[config.mk]
export PLATFORM = sky130hd
export DESIGN_NAME = uart_rx_buf
export DESIGN_NICKNAME = d
export VERILOG_FILES = /design/src/rtl/uart_pkg.sv /design/src/rtl/uart_sync_fifo.sv /design/src/rtl/uart_rx_buf.sv
export SDC_FILE = /design/constraint.sdc
export NUM_CORES = 1
export LEC_CHECK = 0
export ABC_AREA = 1
export CAP_MARGIN = 20
export CORE_MARGIN = 2
export CORE_UTILIZATION = 50
export DETAILED_ROUTE_END_ITERATION = 10
export HOLD_SLACK_MARGIN = 0.12
export PLACE_DENSITY = 0.79
export REMOVE_ABC_BUFFERS = 1
export SLEW_MARGIN = 30
export SYNTH_ARGS = -nofsm -noshare
export SYNTH_HDL_FRONTEND = slang
export SYNTH_HIERARCHICAL = 1
export SYNTH_SLANG_ARGS = --single-unit
[constraint.sdc]
create_clock -name clk_i -period 3.05 [get_ports clk_i]
set_input_delay 0.61 -clock clk_i [delete_from_list [all_inputs] [get_ports clk_i]]
set_output_delay 0.61 -clock clk_i [all_outputs]
set_load 0.005 [all_outputs]
[src/rtl/uart_pkg.sv]
// Shared types and constants for the UART receive buffer.
package uart_pkg;

    // Receiver frame state machine
    typedef enum logic [2:0] {
        ST_IDLE,
        ST_START,
        ST_DATA,
        ST_PARITY,
        ST_STOP,
        ST_WAIT_HIGH
    } state_t;

    // cfg_bits encoding: number of data bits is code + 5
    localparam logic [1:0] BITS_5 = 2'b00;
    localparam logic [1:0] BITS_6 = 2'b01;
    localparam logic [1:0] BITS_7 = 2'b10;
    localparam logic [1:0] BITS_8 = 2'b11;

    // One buffered character with its error flags
    typedef struct packed {
        logic [7:0] data;
        logic       perr;
        logic       ferr;
    } entry_t;

    // Index of the last data bit for a given cfg_bits code
    function automatic logic [2:0] last_bit_idx(input logic [1:0] bits);
        logic [2:0] idx;
        idx = 3'd7;
        case (bits)
            BITS_5: idx = 3'd4;
            BITS_6: idx = 3'd5;
            BITS_7: idx = 3'd6;
            BITS_8: idx = 3'd7;
        endcase
        return idx;
    endfunction

endpackage

[src/rtl/uart_sync_fifo.sv]
// Single-clock FIFO with show-ahead read port. A push while full is
// accepted only if a pop happens in the same cycle; otherwise it is dropped.
module uart_sync_fifo #(
    parameter int WIDTH = 10,
    parameter int DEPTH = 16
) (
    input  logic                     clk_i,
    input  logic                     rstn_i,
    input  logic                     push_i,
    input  logic [WIDTH-1:0]         wdata_i,
    input  logic                     pop_i,
    output logic [WIDTH-1:0]         rdata_o,
    output logic [$clog2(DEPTH):0]   level_o,
    output logic                     full_o,
    output logic                     empty_o
);

    localparam int AW = $clog2(DEPTH);
    localparam int LW = AW + 1;

    logic [WIDTH-1:0] mem [DEPTH];
    logic [AW-1:0]    wr_ptr;
    logic [AW-1:0]    rd_ptr;
    logic [LW-1:0]    level;
    logic             do_push;
    logic             do_pop;

    assign empty_o = (level == '0);
    assign full_o  = (level == LW'(DEPTH));
    assign do_pop  = pop_i && !empty_o;
    assign do_push = push_i && (!full_o || do_pop);
    assign rdata_o = mem[rd_ptr];
    assign level_o = level;

    // Pointer and occupancy bookkeeping; pointers wrap naturally at DEPTH
    always_ff @(posedge clk_i or negedge rstn_i) begin
        if (!rstn_i) begin
            wr_ptr <= '0;
            rd_ptr <= '0;
            level  <= '0;
        end else begin
            if (do_push) wr_ptr <= wr_ptr + AW'(1);
            if (do_pop)  rd_ptr <= rd_ptr + AW'(1);
            case ({do_push, do_pop})
                2'b10:   level <= level + LW'(1);
                2'b01:   level <= level - LW'(1);
                default: level <= level;
            endcase
        end
    end

    // Storage array; contents are meaningless until written, so no reset
    always_ff @(posedge clk_i) begin
        if (do_push) mem[wr_ptr] <= wdata_i;
    end

endmodule

[src/rtl/uart_rx_buf.sv]
// UART receiver with configurable framing feeding a character FIFO.
module uart_rx_buf
    import uart_pkg::*;
#(
    parameter int FIFO_DEPTH = 16,
    parameter int DIV_W      = 16
) (
    input  logic                          clk_i,
    input  logic                          rstn_i,
    input  logic                          rx_i,
    input  logic [DIV_W-1:0]              cfg_div_i,
    input  logic                          cfg_en_i,
    input  logic                          cfg_parity_en_i,
    input  logic                          cfg_parity_odd_i,
    input  logic [1:0]                    cfg_bits_i,
    output logic [7:0]                    rx_data_o,
    output logic                          rx_perr_o,
    output logic                          rx_ferr_o,
    output logic                          rx_valid_o,
    input  logic                          rx_ready_i,
    output logic [$clog2(FIFO_DEPTH):0]   level_o,
    output logic                          busy_o,
    output logic                          overrun_o,
    output logic                          break_o,
    input  logic                          err_clr_i
);

    localparam int ENTRY_W = $bits(entry_t);

    logic             rx_p0, rx_p1;
    state_t           state, state_nxt;
    logic [DIV_W-1:0] cnt, div_q;
    logic [1:0]       bits_q;
    logic             pen_q, podd_q;
    logic [2:0]       bit_idx;
    logic [7:0]       data_q;
    logic             perr_q;
    logic             tick;
    logic             push, pop, brk_set, ovr_set;
    logic             fifo_full, fifo_empty;
    entry_t           push_entry, head;

    // Two-flop synchroniser for the asynchronous serial line, idles high
    always_ff @(posedge clk_i or negedge rstn_i) begin
        if (!rstn_i) begin
            rx_p0 <= 1'b1;
            rx_p1 <= 1'b1;
        end else begin
            rx_p0 <= rx_i;
            rx_p1 <= rx_p0;
        end
    end

    assign tick = (cnt == '0);

    // FSM state register
    always_ff @(posedge clk_i or negedge rstn_i) begin
        if (!rstn_i) state <= ST_IDLE;
        else         state <= state_nxt;
    end

    // Next state plus push/break strobes; disabling aborts without a push
    always_comb begin
        state_nxt = state;
        push      = 1'b0;
        brk_set   = 1'b0;
        if (!cfg_en_i) begin
            state_nxt = ST_IDLE;
        end else begin
            case (state)
                ST_IDLE:   if (!rx_p1) state_nxt = ST_START;
                ST_START:  if (tick) state_nxt = rx_p1 ? ST_IDLE : ST_DATA;
                ST_DATA:   if (tick && bit_idx == last_bit_idx(bits_q))
                               state_nxt = pen_q ? ST_PARITY : ST_STOP;
                ST_PARITY: if (tick) state_nxt = ST_STOP;
                ST_STOP: begin
                    if (tick) begin
                        push = 1'b1;
                        if (!rx_p1 && data_q == 8'h00) begin
                            brk_set   = 1'b1;
                            state_nxt = ST_WAIT_HIGH;
                        end else begin
                            state_nxt = ST_IDLE;
                        end
                    end
                end
                ST_WAIT_HIGH: if (rx_p1) state_nxt = ST_IDLE;
                default:      state_nxt = ST_IDLE;
            endcase
        end
    end

    // Bit timer and data-bit index; half a bit from the start edge, then one bit per sample
    always_ff @(posedge clk_i or negedge rstn_i) begin
        if (!rstn_i) begin
            cnt     <= '0;
            bit_idx <= '0;
        end else if (state == ST_IDLE) begin
            cnt     <= cfg_div_i >> 1;
            bit_idx <= '0;
        end else if (tick) begin
            cnt <= div_q - DIV_W'(1);
            if (state == ST_DATA) bit_idx <= bit_idx + 3'd1;
        end else begin
            cnt <= cnt - DIV_W'(1);
        end
    end

    // Frame configuration is captured while idle; data bits and parity are sampled on ticks
    always_ff @(posedge clk_i) begin
        if (state == ST_IDLE) begin
            div_q  <= cfg_div_i;
            bits_q <= cfg_bits_i;
            pen_q  <= cfg_parity_en_i;
            podd_q <= cfg_parity_odd_i;
            data_q <= 8'h00;
            perr_q <= 1'b0;
        end else if (tick) begin
            if (state == ST_DATA)   data_q[bit_idx] <= rx_p1;
            if (state == ST_PARITY) perr_q <= ((^data_q) ^ rx_p1) != podd_q;
        end
    end

    assign push_entry = '{data: data_q, perr: perr_q, ferr: ~rx_p1};
    assign pop        = rx_valid_o && rx_ready_i;
    assign ovr_set    = push && fifo_full && !pop;

    uart_sync_fifo #(
        .WIDTH (ENTRY_W),
        .DEPTH (FIFO_DEPTH)
    ) u_fifo (
        .clk_i   (clk_i),
        .rstn_i  (rstn_i),
        .push_i  (push),
        .wdata_i (push_entry),
        .pop_i   (pop),
        .rdata_o (head),
        .level_o (level_o),
        .full_o  (fifo_full),
        .empty_o (fifo_empty)
    );

    // Sticky error flags; a set in the same cycle as a clear takes priority
    always_ff @(posedge clk_i or negedge rstn_i) begin
        if (!rstn_i) begin
            overrun_o <= 1'b0;
            break_o   <= 1'b0;
        end else begin
            if (ovr_set)        overrun_o <= 1'b1;
            else if (err_clr_i) overrun_o <= 1'b0;
            if (brk_set)        break_o   <= 1'b1;
            else if (err_clr_i) break_o   <= 1'b0;
        end
    end

    assign rx_valid_o = !fifo_empty;
    assign rx_data_o  = rx_valid_o ? head.data : 8'h00;
    assign rx_perr_o  = rx_valid_o && head.perr;
    assign rx_ferr_o  = rx_valid_o && head.ferr;
    assign busy_o     = (state != ST_IDLE);

endmodule
==> flow_summary.json <==
{
  "antenna-diode-count": 0,
  "synth.lib_cells_used.distinct": 45,
  "ctsHtreeMaxLevel": 1,
  "maxSlewViolCount": 0,
  "yosysTopAreaCellShare": 0.523,
  "worst_path_dominant_cell_family": "buffers and inverters",
  "worst-setup-path-type": "flop to primary output",
  "cts.clk_slew.worst_paths_ps": 60,
  "layout_commonest_cell": "sky130_fd_sc_hd__edfxtp_1",
  "fp-row-count": 52,
  "post-route-worst-setup-slack_ps": -91.5,
  "pre_cts_worst_setup_slack_ps": 267,
  "coreArea_mm2": 0.0202,
  "detail_route.wirelength_um": 23600,
  "cts_buffers": 24,
  "total_leakage_power_nw": 4.62,
  "first_global_vias": 7208,
  "die_h_um": 148,
  "rsz0062_at_grt": "yes",
  "final_design_utilization": 0.599,
  "antenna_found_initial": 0,
  "worst_ir_drop_vdd_mv": 0.592,
  "syn_area_mm2": 0.0103,
  "synth_async_sr_flop_share": 0.171,
  "cts.root.buffer_cell": "sky130_fd_sc_hd__clkbuf_16",
  "synth_enable_flop_cells": 180,
  "timing.critical_path.buf_inv": 5,
  "detailed_place.area_mm2": 0.0112,
  "status": "finished, violations left",
  "synthCells": 958,
  "total_power_mw": 10.6,
  "wp_data_required_ps": 2440,
  "port_buffers": 44,
  "ctsHoldBuffers": 0,
  "worst_ep_arrival_time_ps": 2530,
  "post-route-drc-count": 0,
  "grt_pass1_wl_um": 36800,
  "violated_checks": "negative setup slack",
  "final_antenna_net_count": 0,
  "drv_cap": 0,
  "post-route-period-util": 1.03,
  "design.portCount": 45,
  "drt_pre_antenna_iters": 4,
  "crit-reg2reg-launch": "cnt[9]",
  "drt_first_iter_violations": 633,
  "synth_top_cell_by_area": "sky130_fd_sc_hd__edfxtp_1",
  "insertion_delay_ps": 520,
  "detailroute.via_count": 7278,
  "synth-warning-count": 6,
  "clkSinkCount": 228,
  "tritoncts_clock_tree": "yes",
  "place_congestion": 0.870,
  "relative_slew_slack": 0.539,
  "dp.final_hpwl_um": 15000,
  "achievable-frequency_mhz": 318,
  "critical_path.max_fanout": 15,
  "postSynthRegisterBits": 228,
  "layout.cells.most_common_list": "sky130_fd_sc_hd__edfxtp_1, sky130_fd_sc_hd__nor2_1, sky130_fd_sc_hd__nand2_1, sky130_fd_sc_hd__o21ai_0, sky130_fd_sc_hd__inv_1",
  "cpMaxStageDelayCell": "sky130_fd_sc_hd__dfrtp_2",
  "ys.flop_type": "sky130_fd_sc_hd__edfxtp_1",
  "avgSynthCellArea_um2": 10.8,
  "die-area_mm2": 0.0218,
  "area_growth_syn_to_layout_pct": 17.3,
  "vias_per_cell": 5.50,
  "crit_path_cell_trace": "inv_8 > buf_4 > buf_12 > o21ai_0 > o211ai_1 > nand3_1 > nand2_1 > inv_1 > nor2_1 > clkdlybuf4s50_1",
  "power_density_mw_per_mm2": 871,
  "worst_setup_path_start_kind": "flop",
  "worstSetupEndpointType": "primary output",
  "grt_usage": 0.214,
  "final-setup-viol-count": 1,
  "critical_path_max_stage_delay_ps": 500,
  "final_instance_area_mm2": 0.0121,
  "sequential_share_of_the_synthesized_area": 0.635,
  "timing_worst_slew_pin_value_ps": 690,
  "cts_buffer_depth": 3,
  "finalWorstPathRequiredPeriod_ps": 3140,
  "cp-startpoint": "u_fifo/rd_ptr[0]",
  "overflow_after_grt": 0,
  "wire_per_inst_um": 17.9,
  "timing.hold.ws_ps": 86.9,
  "worstHoldPathType": "primary input to asynchronous set/reset pin",
  "finalHoldViolCount": 0,
  "floorplan.initialDensity": 0.511,
  "synthTopCellsByArea": "sky130_fd_sc_hd__edfxtp_1, sky130_fd_sc_hd__dfrtp_1, sky130_fd_sc_hd__nor2_1, sky130_fd_sc_hd__o21ai_0, sky130_fd_sc_hd__nand2_1",
  "fraction_of_final_layout_cells_sized_beyond_drive_strength_1": 0.133,
  "die_w_um": 148,
  "skew_ps": 17.8,
  "final_nets": 1076,
  "grt_max_degree": 40
}
## worst reg2reg max path, cell delays in order, from the launching register on
cell and delay [ps]:
sky130_fd_sc_hd__dfrtp_1 380, sky130_fd_sc_hd__nor2_1 200, sky130_fd_sc_hd__nand2_2 130, sky130_fd_sc_hd__nor2_8 110
sky130_fd_sc_hd__nand2_4 90, sky130_fd_sc_hd__inv_2 110, sky130_fd_sc_hd__nand2_1 80, sky130_fd_sc_hd__nor2_1 170
sky130_fd_sc_hd__inv_1 110, sky130_fd_sc_hd__nand2_4 110, sky130_fd_sc_hd__inv_1 90, sky130_fd_sc_hd__ha_1 340
sky130_fd_sc_hd__a21oi_1 230, sky130_fd_sc_hd__nand3_1 100, sky130_fd_sc_hd__nand2_1 100, sky130_fd_sc_hd__nand3_1 70
sky130_fd_sc_hd__nand2_1 80, sky130_fd_sc_hd__inv_1 40
## through the flow
stage | std cells | TNS, ps
after floorplan | 919 | -2830
after detailed placement | 1270 | 0
after global routing | 1323 | -376
after global placement | 1270 | 0
final | 1323 | -91.5
after CTS | 1319 | -421
## report_power, final
group / internal, mW / switching [mW] / total (mW)
Sequential: 3.65 / 0.228 / 3.88
Clock: 1.56 / 1.12 / 2.69
Combinational: 1.56 / 2.43 / 3.99
Total: 6.78 / 3.78 / 10.6
## state kept, by name, indices dropped and copies added, names as in the netlist, 2 cells and up
register,flops
u_fifo/level_o,5
state,3
data_q,8
u_fifo/rd_ptr,4
div_q,16
bits_q,2
u_fifo/wr_ptr,4
cnt,16
bit_idx,3
u_fifo/mem,160
## layout make-up
cell class                 count  area, um^2
clock buffer                  40         701
clock inverter                 4        31.3
fill                        1591        8110
inverter                      88         348
multi-input combinational    603        3210
sequential                   228        6570
tap                          270         338
timing repair buffer          89         925
timing repair inverter         1        6.26
## cells by family (layout without fill, tap and decap cells)
logic type               after synthesis  count (layout)  synth area share
AND/OR/NAND/NOR                      391             391             0.176
buffers and inverters                127             222            0.0557
adder cells (fa/ha/maj)               15              15            0.0189
AO/OA/AOI/OAI                        181             181             0.100
XOR/XNOR                              16              16            0.0143
flip-flops                           228             228             0.635
## worst paths after layout
path	to	slack [ps]	cells past startpoint
max	rx_data_o[1]	-90	10
min	u_fifo/rd_ptr[2]	90	1
max reg2reg	u_fifo/level_o[4]	430	17
min reg2reg	rx_p1	360	0
max in group asynchronous	u_fifo/rd_ptr[0]	2550	1
min in group clk_i	rx_p1	360	0
## routing by layer
| metal | global-route usage | vias to the layer above | wire [um] |
|---|---|---|---|
| met4 | 0.0721 | 0 | 592 |
| met3 | 0.0355 | 54 | 1800 |
| met2 | 0.377 | 307 | 12000 |
| met5 | 0 | - | 0 |
| li1 | - | 3445 | - |
| met1 | 0.271 | 3472 | 9250 |
## cell usage after synthesis (2+ instances only)
cell type / instances
sky130_fd_sc_hd__a21oi_1: 29
sky130_fd_sc_hd__a31oi_1: 2
sky130_fd_sc_hd__buf_2: 10
sky130_fd_sc_hd__buf_4: 5
sky130_fd_sc_hd__buf_6: 8
sky130_fd_sc_hd__clkbuf_1: 13
sky130_fd_sc_hd__clkbuf_2: 2
sky130_fd_sc_hd__dfrtp_1: 37
sky130_fd_sc_hd__dfstp_2: 2
sky130_fd_sc_hd__dfxtp_1: 9
sky130_fd_sc_hd__edfxtp_1: 180
sky130_fd_sc_hd__ha_1: 14
sky130_fd_sc_hd__inv_1: 83
sky130_fd_sc_hd__inv_2: 3
sky130_fd_sc_hd__inv_4: 2
sky130_fd_sc_hd__nand2_1: 110
sky130_fd_sc_hd__nand2_2: 10
sky130_fd_sc_hd__nand2_4: 7
sky130_fd_sc_hd__nand3_1: 55
sky130_fd_sc_hd__nand3_2: 3
sky130_fd_sc_hd__nand3_4: 4
sky130_fd_sc_hd__nand3b_1: 4
sky130_fd_sc_hd__nand4_1: 3
sky130_fd_sc_hd__nor2_1: 173
sky130_fd_sc_hd__nor2_2: 8
sky130_fd_sc_hd__nor2_4: 5
sky130_fd_sc_hd__nor2_8: 2
sky130_fd_sc_hd__nor3_1: 3
sky130_fd_sc_hd__o211ai_1: 40
sky130_fd_sc_hd__o21ai_0: 94
sky130_fd_sc_hd__o21ai_1: 11
sky130_fd_sc_hd__xnor2_1: 4
sky130_fd_sc_hd__xor2_1: 11
## timing repair
item | CTS | global route
resized for setup | 15 | 14
pin swaps | 3 | 8
setup endpoints to repair | 10 | 8
setup buffers | 2 | 3
cloned | 3 | 1
Note: power is estimated with default switching activity, not from simulation.
